File: src/rtl/aukv_pkg.sv
// Shared constants and types for the writeback slice: widths, load funct3
// encodings and the layout of a buffered load response.
package aukv_pkg;

  localparam int XLEN   = 32;
  localparam int REG_AW = 5;

  localparam logic [2:0] F3_LB  = 3'b000;
  localparam logic [2:0] F3_LH  = 3'b001;
  localparam logic [2:0] F3_LW  = 3'b010;
  localparam logic [2:0] F3_LBU = 3'b100;
  localparam logic [2:0] F3_LHU = 3'b101;

  // Raw load response as captured at the handshake; formatting happens at pop.
  typedef struct packed {
    logic [REG_AW-1:0] rd;
    logic [2:0]        funct3;
    logic [1:0]        offset;
    logic [XLEN-1:0]   data;
  } load_entry_t;

endpackage

File: src/rtl/aukv_load_align.sv
// Load data formatter: selects the byte/half addressed by the offset and
// sign- or zero-extends it. Unknown funct3 codes fall back to a full word.
module aukv_load_align
  import aukv_pkg::*;
(
  input  logic [2:0]      funct3,
  input  logic [1:0]      offset,
  input  logic [XLEN-1:0] raw_data,
  output logic [XLEN-1:0] ext_data
);

  logic [7:0]  byte_sel;
  logic [15:0] half_sel;

  // Lane selection; halfword loads only look at offset[1].
  always_comb begin
    byte_sel = raw_data[{offset, 3'b000} +: 8];
    half_sel = offset[1] ? raw_data[31:16] : raw_data[15:0];
  end

  // Extension by load type.
  always_comb begin
    case (funct3)
      F3_LB:   ext_data = {{24{byte_sel[7]}}, byte_sel};
      F3_LH:   ext_data = {{16{half_sel[15]}}, half_sel};
      F3_LBU:  ext_data = {24'h0, byte_sel};
      F3_LHU:  ext_data = {16'h0, half_sel};
      default: ext_data = raw_data;
    endcase
  end

endmodule

File: src/rtl/aukv_writeback.sv
// Writeback stage: merges single-cycle ALU results with buffered load
// responses onto the one register-file write port. The ALU has priority,
// except when a buffered load has been passed over too many times, in which
// case the ALU is stalled for one cycle so the load can drain.
module aukv_writeback
  import aukv_pkg::*;
#(
  parameter int STARVE_LIMIT = 4,
  parameter int FIFO_DEPTH   = 2   // buffer logic is built for exactly 2 entries
) (
  input  logic              i_clk,
  input  logic              i_rst,
  input  logic              i_alu_valid,
  input  logic [REG_AW-1:0] i_alu_rd,
  input  logic [XLEN-1:0]   i_alu_data,
  input  logic              i_lsu_valid,
  output logic              o_lsu_ready,
  input  logic [REG_AW-1:0] i_lsu_rd,
  input  logic [2:0]        i_lsu_funct3,
  input  logic [1:0]        i_lsu_offset,
  input  logic [XLEN-1:0]   i_lsu_data,
  output logic              o_alu_stall,
  output logic              o_we,
  output logic [REG_AW-1:0] o_rd_addr,
  output logic [XLEN-1:0]   o_data,
  output logic [XLEN-1:0]   o_busy_mask
);

  localparam int         SC_W     = $clog2(STARVE_LIMIT + 1);
  localparam logic [1:0] FULL_CNT = 2'(FIFO_DEPTH);

  load_entry_t       fifo_mem [FIFO_DEPTH];
  logic [1:0]        count_reg, count_next;
  logic              wr_ptr_reg, rd_ptr_reg;
  logic [SC_W-1:0]   starve_reg, starve_next;
  logic              stall_reg, stall_next;
  logic              we_reg, we_next;
  logic [REG_AW-1:0] rd_reg, rd_next;
  logic [XLEN-1:0]   data_reg, data_next;

  logic              fifo_empty, push, pop, alu_win;
  load_entry_t       head;
  logic [XLEN-1:0]   head_ext;
  logic [XLEN-1:0]   entry_mask [FIFO_DEPTH];

  // Ready depends only on occupancy, so a full buffer never accepts even if it pops.
  always_comb begin
    fifo_empty  = (count_reg == 2'd0);
    o_lsu_ready = (count_reg < FULL_CNT);
    push        = i_lsu_valid && o_lsu_ready;
    alu_win     = i_alu_valid && !stall_reg;
    pop         = !fifo_empty && (stall_reg || !i_alu_valid);
    head        = fifo_mem[rd_ptr_reg];
    count_next  = count_reg + {1'b0, push} - {1'b0, pop};
  end

  aukv_load_align u_align (
    .funct3   (head.funct3),
    .offset   (head.offset),
    .raw_data (head.data),
    .ext_data (head_ext)
  );

  // Starvation tracking: count ALU wins over a waiting load, stall once at the limit.
  always_comb begin
    starve_next = '0;
    stall_next  = 1'b0;
    if (alu_win && !fifo_empty) begin
      if (starve_reg == SC_W'(STARVE_LIMIT - 1)) begin
        stall_next = 1'b1;
      end else begin
        starve_next = starve_reg + 1'b1;
      end
    end
  end

  // Write-port selection; writes to x0 are suppressed.
  always_comb begin
    we_next   = 1'b0;
    rd_next   = rd_reg;
    data_next = data_reg;
    if (alu_win) begin
      we_next   = (i_alu_rd != '0);
      rd_next   = i_alu_rd;
      data_next = i_alu_data;
    end else if (pop) begin
      we_next   = (head.rd != '0);
      rd_next   = head.rd;
      data_next = head_ext;
    end
  end

  // Per-entry busy bits; an entry stays visible until the edge that pops it.
  for (genvar gi = 0; gi < FIFO_DEPTH; gi++) begin : g_busy
    always_comb begin
      entry_mask[gi] = '0;
      if ((count_reg == FULL_CNT) || ((count_reg == 2'd1) && (rd_ptr_reg == 1'(gi))))
        entry_mask[gi] = XLEN'(1) << fifo_mem[gi].rd;
    end
  end

  // Merge entry bits; x0 is never reported busy.
  always_comb begin
    o_busy_mask = '0;
    for (int i = 0; i < FIFO_DEPTH; i++) o_busy_mask = o_busy_mask | entry_mask[i];
    o_busy_mask[0] = 1'b0;
  end

  // Buffer storage holds raw response fields; no reset needed, count gates validity.
  always_ff @(posedge i_clk) begin
    if (push) begin
      fifo_mem[wr_ptr_reg] <= '{rd: i_lsu_rd, funct3: i_lsu_funct3,
                                offset: i_lsu_offset, data: i_lsu_data};
    end
  end

  // Control state and registered write port.
  always_ff @(posedge i_clk) begin
    if (i_rst) begin
      count_reg  <= '0;
      wr_ptr_reg <= 1'b0;
      rd_ptr_reg <= 1'b0;
      starve_reg <= '0;
      stall_reg  <= 1'b0;
      we_reg     <= 1'b0;
      rd_reg     <= '0;
      data_reg   <= '0;
    end else begin
      count_reg  <= count_next;
      wr_ptr_reg <= wr_ptr_reg ^ push;
      rd_ptr_reg <= rd_ptr_reg ^ pop;
      starve_reg <= starve_next;
      stall_reg  <= stall_next;
      we_reg     <= we_next;
      rd_reg     <= rd_next;
      data_reg   <= data_next;
    end
  end

  assign o_alu_stall = stall_reg;
  assign o_we        = we_reg;
  assign o_rd_addr   = rd_reg;
  assign o_data      = data_reg;

endmodule

File: config.mk
export PLATFORM = sky130hd
export DESIGN_NAME = aukv_writeback
export DESIGN_NICKNAME = d
export VERILOG_FILES = /design/src/rtl/aukv_pkg.sv /design/src/rtl/aukv_load_align.sv /design/src/rtl/aukv_writeback.sv
export SDC_FILE = /design/constraint.sdc
export NUM_CORES = 1
export LEC_CHECK = 0
export ABC_AREA = 1
export ABC_CLOCK_PERIOD_IN_PS = 2100
export CAP_MARGIN = 10
export CORE_ASPECT_RATIO = 2
export CORE_MARGIN = 8
export CORE_UTILIZATION = 45
export CTS_CLUSTER_DIAMETER = 50
export CTS_CLUSTER_SIZE = 12
export DETAILED_ROUTE_END_ITERATION = 10
export GPL_TIMING_DRIVEN = 1
export PLACE_DENSITY = 0.76
export SLEW_MARGIN = 25
export SYNTH_ARGS = -nofsm -noshare
export SYNTH_HDL_FRONTEND = slang
export SYNTH_SLANG_ARGS = --single-unit
File: constraint.sdc
create_clock -name i_clk -period 2.1 [get_ports i_clk]
set_clock_uncertainty 0.15 [all_clocks]
set_input_delay 0.21 -clock i_clk [delete_from_list [all_inputs] [get_ports i_clk]]
set_output_delay 0.21 -clock i_clk [all_outputs]
set_load 0.01 [all_outputs]
==> results of run 1 <==
per-layer routing:
| layer | up-vias | routed length, µm |
|---|---|---|
| met5 | - | 0 |
| met4 | 0 | 532 |
| met2 | 247 | 8960 |
| met3 | 39 | 1580 |
| li1 | 2903 | - |
| met1 | 2724 | 7550 |
power by group through the flow:
stage	combinational [µW]	clock [µW]	sequential, µW
2_1_floorplan	2380	0	3590
3_3_place_gp	4010	0	3540
3_5_place_dp	4060	0	3560
4_1_cts	4110	3180	3510
5_1_grt	4680	3300	3560
6_report	4230	3140	3510
cell type report:
type	count	area (µm²)
inverter	70	272
clock inverter	13	196
multi-input combinational	485	2550
clock buffer	19	433
sequential	130	3450
fill	1165	5070
tap	192	240
timing repair buffer	215	1980
kinds of logic after synthesis:
family	synth area share
AO/OA/AOI/OAI	0.147
XOR/XNOR	0.00136
adder cells (fa/ha/maj)	0.0116
buffers and inverters	0.0803
flip-flops	0.534
other	0.000581
AND/OR/NAND/NOR	0.225
worst max-delay path, cell delays in order (launching register included):
cell and delay (ps):
dfxtp_2 330, inv_2 50, or2_4 250, o21ai_4 70, nand2_2 100, buf_6 150
o22ai_1 150, buf_2 170
worst max path at each step:
stage / to / from / slack, ps / depth (start not counted)
finish: o_busy_mask[13] / count_reg[1]$_SDFF_PP0_ / 60 / 7
global route: o_busy_mask[11] / count_reg[1]$_SDFF_PP0_ / -5 / 7
CTS: o_busy_mask[23] / count_reg[1]$_SDFF_PP0_ / 10 / 7
detailed placement: o_busy_mask[24] / count_reg[1]$_SDFF_PP0_ / -70 / 7
global placement: o_busy_mask[24] / count_reg[1]$_SDFF_PP0_ / -6 / 7
floorplan: fifo_mem[1][0]$_DFFE_PP_ / count_reg[1]$_SDFF_PP0_ / -70 / 4
Yosys cell counts, drive strengths merged:
cell and number:
a22o 8, nor3 1, o31ai 1, a221oi 1, o21ai 47, conb 1
nand2 221, o22ai 29, or2 2, nand3 31, nor4 3, edfxtp 84
xor2 1, o221ai 4, clkinv 1, dfxtp 46, a31oi 8, nor2 22
clkbuf 21, nor4b 1, a21oi 64, nand4 34, inv 69, buf 25
ha 6
what timing repair did:
action | 4_1_cts | 5_1_grt
gates cloned | 0 | 1
endpoints found under the setup margin | 31 | 41
buffers inserted | 2 | 4
hold endpoints to repair | 0 | 0
pin swaps | 1 | 3
resized for setup | 130 | 23
through the flow:
step	hold WS [ps]	utilization	area, µm²	setup WS [ps]
CTS	214	0.635	9020	11.0
floorplan	159	-	6450	-65.2
global placement	258	0.599	8500	-5.84
finish	228	0.643	9130	63.3
detailed placement	268	0.599	8500	-69.2
global route	221	0.643	9130	-5.16
==> out/results.ini, run 1 <==
[run_status]
outcome=finished, final reports clean

[clock_tree]
cts_tree=yes
hold_buffers=0
clkTransAtPathRegs_ps=60
clkSinkCount=130
htreeDepth=4
clockRootBuffer=clkbuf_16
clock_latency_ps=410
clockBufferDepth=2
numCtsBuffers=17

[floorplan]
num_rows=62
core_area_mm2=0.0142
chipHeight_um=185
start_util=0.454
die_width_um=101
io_pins=155
dieArea_mm2=0.0187

[power_and_ir_drop]
power_frac_comb=0.389
leakagePower_uw=0.00375
total_power_uw=10900
seqPwrFrac=0.323
swShare=0.352
pwr-share-clk=0.289
p_switching_uw=3830
power.internal_uw=7060
ir_drop_mv=0.831
cellPowerDensity_mw_per_mm2=1190

[worst_setup_path]
crit_fanout=7
r2r_setup_slack_ps=150
critical_path_class=reg -> out
critPathCaptureType=output pin
reg2reg_from=count_reg[0]$_SDFF_PP0_
cp.required_ps=1740
setup.worst_path.start_class=flip-flop
reg2regPathDepth=9
r2r_end=count_reg[1]$_SDFF_PP0_
arrival_ps=1680

[synthesis]
synth_cells=731
yosysSeqAreaShare=0.534
netlist_area_mm2=0.00645
synth_cell_types=39
synth_top_area_share=0.391
ys_warn_count=0
synth_seq_cells=130
synth_fp_nets=820
yosysTopAreaCell=edfxtp_1
syn_area_per_cell_um2=8.83
synth_area_leaders=edfxtp_1 (39%), dfxtp_1 (14%), nand2_1 (13%), a21oi_1 (4.3%), inv_1 (3.8%)

[global_routing]
grt-ovfl-total=0
grt_pass1_wl_um=30000
global_route.usage.met3=0.0542
antenna_found_initial=0
grt_use_met2=0.338
grt_start_max_net_pins=35
grt-busiest-layer=met2
first_global_vias=5895
grt.total_usage=0.204
use_met1=0.243

[detailed_routing]
dr.pass1.iters=5
vias_per_cell=5.26
vias=5913
drt_wl_total_um=18600
drc=0
dr.first_iter.drc_count=401
ant_nets=0
wl_per_cell_um=16.6

[sta]
maxSlewViolCount=0
hold_viol_final=0
setup_viol=0
fin_setup_tns_ps=0
max_freq_mhz=491
fin_crit_ps=2040
layout_worst_path_cycle_share=0.970

[cells_and_area]
final_cell_mix=nand2_1 (214), clkdlybuf4s50_1 (122), edfxtp_1 (84), inv_1 (61), a21oi_1 (55)
drive_gt1_frac=0.196
largest_reg_flops=84
stdcell_count=1124
area_delta_synth_final_pct=41.4
nets=1008
antenna_cells=0
layout_commonest_cell=nand2_1
regMostFlops=fifo_mem

[worst_hold_path]
min_path_cells=1
hp-start=i_lsu_data[24]
min_to=fifo_mem[0][24]$_DFFE_PP_
min_path_type=in -> reg

[placed_design]
hpwl_um=13500
place_congestion=0.905
portBuffers=153
place_inst=1085

[job]
cap_violations=0

Note: power is estimated with default switching activity, not from simulation.
==> run 2, diff against run 1 <==
PLACE_DENSITY = 0.74   (was 0.76)
==> out/results.ini, run 2 (synthesis results as in run 1) <==
[worst_setup_path]
arrival_ps=1720  ; was 1680 ps
critical-path-top-delay-family=flip-flops  ; was buffers and inverters
crit_cells=4  ; was 7
crit_fanout=8  ; was 7
cp.required_ps=1740  ; about the same
r2r_setup_slack_ps=120  ; was 150 ps
setup.worst_path.start_class=flip-flop  ; unchanged
cp_slowest_cell=edfxtp_1  ; was dfxtp_2
reg2reg_from=count_reg[1]$_SDFF_PP0_  ; was count_reg[0]$_SDFF_PP0_
worstPathCellList=inv_1 > nand4_1 > o22ai_2 > buf_2  ; was inv_2 > or2_4 > o21ai_4 > nand2_2 > buf_6 > o22ai_1 > buf_2
reg2regPathDepth=10  ; was 9
r2r_end=count_reg[1]$_SDFF_PP0_  ; unchanged
critPathMaxStageDelay_ps=480  ; was 330 ps
worst-path-buf-inv=2  ; was 3
critical_path_class=reg -> out  ; unchanged
critPathCaptureType=output pin  ; unchanged

[global_routing]
use_met1=0.234  ; was 0.243
grt-busiest-layer=met2  ; unchanged
antenna_found_initial=0  ; unchanged
grt_start_max_net_pins=38  ; was 35
grt.total_usage=0.198  ; was 0.204
grt-ovfl-total=0  ; unchanged
grt_pass1_wl_um=28800  ; was 30000 µm
grt_use_met2=0.321  ; was 0.338
first_global_vias=5708  ; was 5895
global_route.usage.met3=0.0587  ; was 0.0542

[power_and_ir_drop]
leakagePower_uw=0.00371  ; was 0.00375 µW
cellPowerDensity_mw_per_mm2=1170  ; was 1190 mW/mm²
ir_drop_mv=0.828  ; was 0.831 mV

[cells_and_area]
final_util=0.650  ; was 0.643
layout_commonest_cell=nand2_1  ; unchanged
final_cell_mix=nand2_1 (210), clkdlybuf4s50_1 (122), edfxtp_1 (84), inv_1 (62), a21oi_1 (55)  ; was nand2_1 (214), clkdlybuf4s50_1 (122), edfxtp_1 (84), inv_1 (61), a21oi_1 (55)
largest_reg_flops=84  ; unchanged
antenna_cells=0  ; unchanged
area_delta_synth_final_pct=43.0  ; was 41.4%
drive_gt1_frac=0.218  ; was 0.196
regMostFlops=fifo_mem  ; unchanged
stdcell_count=1118  ; was 1124
nets=1002  ; was 1008

[sta]
hold_viol_final=0  ; unchanged
fin_crit_ps=2080  ; was 2040 ps
layout_worst_path_cycle_share=0.991  ; was 0.970
rsz0062_at_grt=true
maxSlewViolCount=0  ; unchanged
setup_viol=0  ; unchanged
max_freq_mhz=480  ; was 491 MHz

[detailed_routing]
vias_per_cell=5.36  ; was 5.26
ant_nets=0  ; unchanged
dr.first_iter.drc_count=384  ; was 401
drt_wl_total_um=19000  ; was 18600 µm
drc=0  ; unchanged
wl_per_cell_um=17.0  ; was 16.6 µm
vias=5989  ; was 5913
dr.pass1.iters=5  ; unchanged

[job]
cap_violations=0  ; unchanged

[clock_tree]
cts_tree=yes  ; unchanged
clkSinkCount=130  ; unchanged
clockRootBuffer=clkbuf_16  ; unchanged
htreeDepth=4  ; unchanged
numCtsBuffers=17  ; unchanged
clkTransAtPathRegs_ps=60  ; about the same
clock_latency_ps=420  ; was 410 ps
clockBufferDepth=2  ; unchanged

[run_status]
outcome=finished, final reports clean  ; unchanged

[floorplan]
die_width_um=101  ; unchanged
num_rows=62  ; unchanged
chipHeight_um=185  ; unchanged
io_pins=155  ; unchanged
start_util=0.454  ; unchanged
dieArea_mm2=0.0187  ; unchanged
core_area_mm2=0.0142  ; unchanged

[worst_hold_path]
hp-start=i_lsu_data[1]  ; was i_lsu_data[24]
min_path_type=in -> reg  ; unchanged
min_path_cells=1  ; unchanged
min_to=fifo_mem[0][1]$_DFFE_PP_  ; was fifo_mem[0][24]$_DFFE_PP_

[placed_design]
portBuffers=153  ; unchanged
hpwl_um=13400  ; was 13500 µm
place_inst=1075  ; was 1085
place_congestion=0.869  ; was 0.905

## run 2: cell count changes in the layout (fill, tap and decap cells not counted), sizes merged
cell	delta
nand3	+3
clkinv	+3
buf	-10
bufinv	-3
clkbuf	-1
inv	+1
clkinvlp	+1
## run 2: worst max path at each step
stage,from,endpoint
2_1_floorplan,count_reg[1]$_SDFF_PP0_,fifo_mem[1][0]$_DFFE_PP_
3_3_place_gp,count_reg[1]$_SDFF_PP0_,o_busy_mask[16]
3_5_place_dp,count_reg[1]$_SDFF_PP0_,o_busy_mask[20]
4_1_cts,fifo_mem[1][39]$_DFFE_PP_,o_busy_mask[3]
5_1_grt,count_reg[1]$_SDFF_PP0_,o_busy_mask[18]
6_report,fifo_mem[0][40]$_DFFE_PP_,o_busy_mask[7]
## run 2: timing repair
action	CTS	global route
endpoints found under the hold margin	0	0
pin swaps	2	11
hold buffers	0	0
buffers inserted	1	5
cloned	0	5
endpoints found under the setup margin	31	62
gates resized for setup	133	52
## run 2: layout make-up
cell class	instances	area, µm²
fill	1161	4970
sequential	130	3450
tap	192	240
multi-input combinational	488	2760
clock buffer	17	425
clock inverter	15	144
timing repair buffer	206	1930
inverter	70	275
## run 2: per-stage QoR
step / instance area, µm² / power (µW) / setup WS (ps) / hold WS, ps / setup TNS (ps)
after floorplan: 6450 / 5970 / -65.2 / 159 / -5480
after global placement: 8430 / 7490 / 0.189 / 258 / 0
after detailed placement: 8430 / 7560 / -68.7 / 272 / -823
after CTS: 8900 / 10400 / 14.2 / 199 / 0
after global routing: 9220 / 11400 / -72.1 / 207 / -1440
final: 9220 / 10800 / 18.7 / 222 / 0
## run 2: report_power, final
part	internal [µW]	switching, µW
registers	3290	225
clock network	1660	1170
logic	1780	2640
## run 2: per-layer routing
metal,vias to the layer above,share of wire,wire length [µm]
met5,-,0,0
met4,0,0.030,565
met3,49,0.087,1650
met2,264,0.48,9220
met1,2782,0.40,7580
li1,2894,-,-
==> RTL edit 1 (settings of run 2) <==
`STARVE_LIMIT`: 4 -> 2.
--- a/src/rtl/aukv_writeback.sv
+++ b/src/rtl/aukv_writeback.sv
@@ -7,3 +7,3 @@
 #(
-  parameter int STARVE_LIMIT = 4,
+  parameter int STARVE_LIMIT = 2,
   parameter int FIFO_DEPTH   = 2   // buffer logic is built for exactly 2 entries
Formal check against the unedited RTL: not equivalent (Yosys sat finds a counterexample within 4 cycles, from zero or initial values and one cycle with i_rst high).
==> RTL edit 1 against run 2 <==
The flow now finishes with violations (setup timing). Wire length up 0.83%. Sequential cell count is 1 lower. Cell count rose by 0.72%. Cell area down 1.4%. Via count is 0.32% lower. First-iteration DRC count rose by 5.2%. Non-clock buffer count down 8. Setup slack got worse by 0.12 ns. Power rose by 1.6%. Count of clock-buffer cells in the layout rose by 4. Area after synthesis grew 0.41%. Utilization shrank 0.90 points. Clock power grew 7%. Critical path depth is 4 higher. Critical path type unchanged. Largest cell class unchanged.
==> RTL edit 1: results (changes against run 2) <==
drt first pass iters 5 (unchanged); initial antenna violation count 0 (unchanged); nets@finish 1,009 (+0.70%); leakage 3.70 nW (-0.33%); worst hold-check path type primary input to register; H-tree levels 4 (unchanged); GRT Total Usage 0.208 (+0.0106); number of synthesized flops with an enable pin 84 (unchanged); crit-path max FO 7 (-1); Worst Setup SP count_reg[1]; vias 5,970 (-0.32%); YS warnings 0 (unchanged); Final TNS setup -0.557 ns (-0.557 ns); Synth area leaders edfxtp_1, dfxtp_1, nand2_1, a21oi_1, inv_1; largest net degree at the start of global routing 51 (+34%); largest register by flop count fifo_mem; Final Setup Violations 21 (+21); Reg-to-Reg Start rd_ptr_reg; clock root buffer clkbuf_16; n_diodes 0 (unchanged); worst skew pair latency 0.42 ns (about the same); worst IR drop on VDD 818 uV (-1.3%); Yosys cell types 46 (+18%); Hold Path Origin i_lsu_data[10]; final setup margin -0.0966 ns (-0.115 ns); HPWL Detailed 14.0 mm (+5.0%); max reg flops 84 (unchanged); Top Family by Delay on Critical Path buffers and inverters; status complete, but fails checks; DR iter-0 viols 404 (+5.2%); Post-Route WL 19.2 mm (+0.83%); CP peak stage delay 0.33 ns (-0.15 ns); first-pass GRT wire length 30.5 mm (+5.8%); grt ovf 0 (unchanged); Slowest-stage cell, CP dfxtp_2; clock-pin slew on the worst setup and hold paths 0.06 ns (about the same); top cells by count, synth nand2_1, edfxtp_1, inv_1; Post-Place Setup Slack -0.149 ns (-0.0803 ns); area of placed instances 0.00840 mm^2 (-0.37%); routability cong. 0.930 (+7.1%); CP Data Arrival Time 1.84 ns (+0.12 ns); Mapped Nets 837 (+2.1%); buffer depth of the longest clock path 2 (unchanged); die area 0.0187 mm^2 (+0.36%); sequential fraction of the synthesis area 0.528 (-0.00526); CTS buffer count 17 (unchanged); IO Port Bufs 153 (unchanged); failing checks setup timing; number of global-route vias before repair 5,912 (+3.6%); layout cells sized above 1 0.187 (-0.0308); asr flop ratio synth 0 (unchanged); post-detailed-route count of antenna-violating nets 0 (unchanged); Max-slew headroom 0.607
## RTL edit 1: changes by cell type in the layout (fill, tap and decap cells not counted), sizes merged, moves of 4 or more
cell / change
o21ai: +8
or2: +6
nor2: +28
nand2: -27
nand4: -5
buf: -8
a31oi: -4
## RTL edit 1: path summary, 6_finish.rpt
path                endpoint  slack, ns  depth (start not counted)
max          o_busy_mask[15]       -0.1                          8
max reg2reg       o_data[25]       0.14                         10
min reg2reg    starve_reg[0]       0.27                          1
min          fifo_mem[1][10]       0.22                          1
## RTL edit 1: per-layer routing
metal	track usage	share of wire	up-vias
met2	0.344	0.49	229
met1	0.254	0.42	2792
li1	-	-	2918
met3	0.0525	0.074	31
met5	0	0	-
met4	0.0744	0.018	0
## RTL edit 1: stage by stage
step / std cells / hold slack (ns)
floorplan: 749 / 0.159
global placement: 1086 / 0.256
detailed placement: 1086 / 0.263
CTS: 1123 / 0.204
global route: 1126 / 0.213
finish: 1126 / 0.220
## RTL edit 1: layout make-up
class | count | area (um^2)
Clock buffer | 21 | 440
Clock inverter | 11 | 164
Fill cell | 1152 | 5100
Inverter | 75 | 295
Multi-Input combinational cell | 498 | 2670
Sequential cell | 129 | 3430
Tap cell | 192 | 240
Timing Repair Buffer | 198 | 1840
Timing Repair inverter | 2 | 15.0
## RTL edit 1: what timing repair did
action,4_1_cts,5_1_grt
pin swaps,3,6
setup buffers,3,3
endpoints found under the hold margin,0,0
setup endpoints to repair,31,38
cloned,2,0
gates resized for setup,151,20
## RTL edit 1: logic make-up (layout without fill, tap and decap cells)
logic type	count (synthesis)	count (layout)	synth area share
buf+inv	122	307	0.0829
flops	129	129	0.528
fa+ha+maj	5	5	0.00966
simple gates	326	326	0.230
xor+xnor	1	1	0.00135
compound gates	165	165	0.147
other cells	1	1	0.000579
## RTL edit 1: report_power, final
part           internal, mW  switching [mW]
clock                  1.98            1.05
combinational          1.76            2.65
sequential             3.29           0.224
total                  7.03            3.92
==> RTL edit 2 (config.mk and constraints of run 2) <==
Made on the original files. Make the reset (`i_rst`) asynchronous in one clocked block.
--- a/src/rtl/aukv_writeback.sv
+++ b/src/rtl/aukv_writeback.sv
@@ -117,3 +117,3 @@
   // Control state and registered write port.
-  always_ff @(posedge i_clk) begin
+  always_ff @(posedge i_clk or posedge i_rst) begin
     if (i_rst) begin
Function: differs if i_rst is asserted again (counterexample within 4 cycles, from zero or initial values and one cycle with i_rst high); with i_rst held inactive, the same outputs for 4 cycles.
==> RTL edit 2 against run 2 <==
The run now ends with setup timing left. Sequential power increased by 8.0%. Cell area increased by 0.65%. Clock power increased by 13%. Critical path type unchanged. Fmax decreased by 1.7%. Area after synthesis increased by 1.8%. Die area increased by 1.6%. Setup slack got worse by 0.037 ns. Wire length increased by 2.8%. Sequential cell count unchanged. Utilization decreased by 0.28 points. Power increased by 18%. Non-clock buffer count increased by 6. First-iteration DRC count decreased by 26%.
==> RTL edit 2: results (changes against run 2) <==
asr flop ratio synth 0.354 (+0.354); met2 Track Usage GR 0.376 (+0.0552); leakage 4.08 nW (+9.8%); Worst Setup SP count_reg[1]; number of global-route vias before repair 5,871 (+2.9%); Post-Synth Adder-Cell Area 0.00953 (-0.00211); Final TNS setup -0.0912 ns (-0.0912 ns); vias 5,869 (-2.0%); status complete, but fails checks; wire per inst 17.5 um (+2.7%); worst IR drop on VDD 802 uV (-3.2%); Post-Place Setup Slack -0.0963 ns (-0.0276 ns); routing usage on met3 0.0436 (-0.0151); Compound-Gate Fraction of Synth Area 0.105 (-0.0422); R2R setup slack 0.07 ns (-0.05 ns); top cells by count, synth nand2_1, edfxtp_1, inv_1; failing checks setup timing; Post-Synthesis Cells 725 (-0.82%); Post-CTS Resized 146 (+9.8%); Top Family by Delay on Critical Path buffers and inverters; sequential fraction of the synthesis area 0.559 (+0.0257); first-pass GRT wire length 30.6 mm (+6.2%); Critical Path Sink o_busy_mask[18]; CP peak stage delay 0.36 ns (-0.12 ns); Slowest-stage cell, CP dfrtp_1; placed cell count 1,083 (+0.74%); xor and xnor fraction of the mapped netlist area 0.00400 (+0.00264); largest net degree at the start of global routing 45 (+18%); DR iter-0 viols 283 (-26%); drt first pass iters 6 (+1); final setup margin -0.0182 ns (-0.0369 ns); layout cells sized above 1 0.188 (-0.0304); met3 wire length 985 um (-40%); Final Setup Violations 8 (+8); GRT Total Usage 0.210 (+0.0121); worst hold-check path type primary input to async pin; Mapped Nets 813 (-0.85%); Critical R2R Capture o_data[3]; Post-Route WL 19.5 mm (+2.8%); r2r worst-path depth 11 (+1); HPWL Detailed 14.3 mm (+6.9%); number of fill cells in the layout 1,200 (+3.4%); routability cong. 0.934 (+7.6%); area of placed instances 0.00863 mm^2 (+2.4%); detailed-routed wire length on met2 10.6 mm (+15%)
==> RTL edit 2: cell count changes after synthesis, moves of 4 or more <==
cell and delta:
nand3_1 +7, o21ai_0 -13, a21oi_1 -26, clkbuf_1 -7, inv_1 -9, a22o_1 +6
nand2_1 +58, dfrtp_1 +46, dfxtp_1 -46, a31oi_1 -8, a21oi_2 -8, o221ai_1 -4
==> RTL edit 2: area by class of cell <==
type                       instances  area (um^2)  area share
timing repair buffer             212         2000       0.215
multi-input combinational        493         2500       0.270
sequential                       130         3670       0.396
inverter                          60          228      0.0245
clock buffer                      17          425      0.0458
clock inverter                    15          213      0.0229
tap                              192          240      0.0259
==> RTL edit 2: report_power, final <==
part           internal (mW)  switching (mW)  total (mW)  leakage (nW)
sequential              3.49           0.316        3.80          1.33
combinational           2.46            3.25        5.72          2.44
clock                   2.10            1.10        3.20         0.306
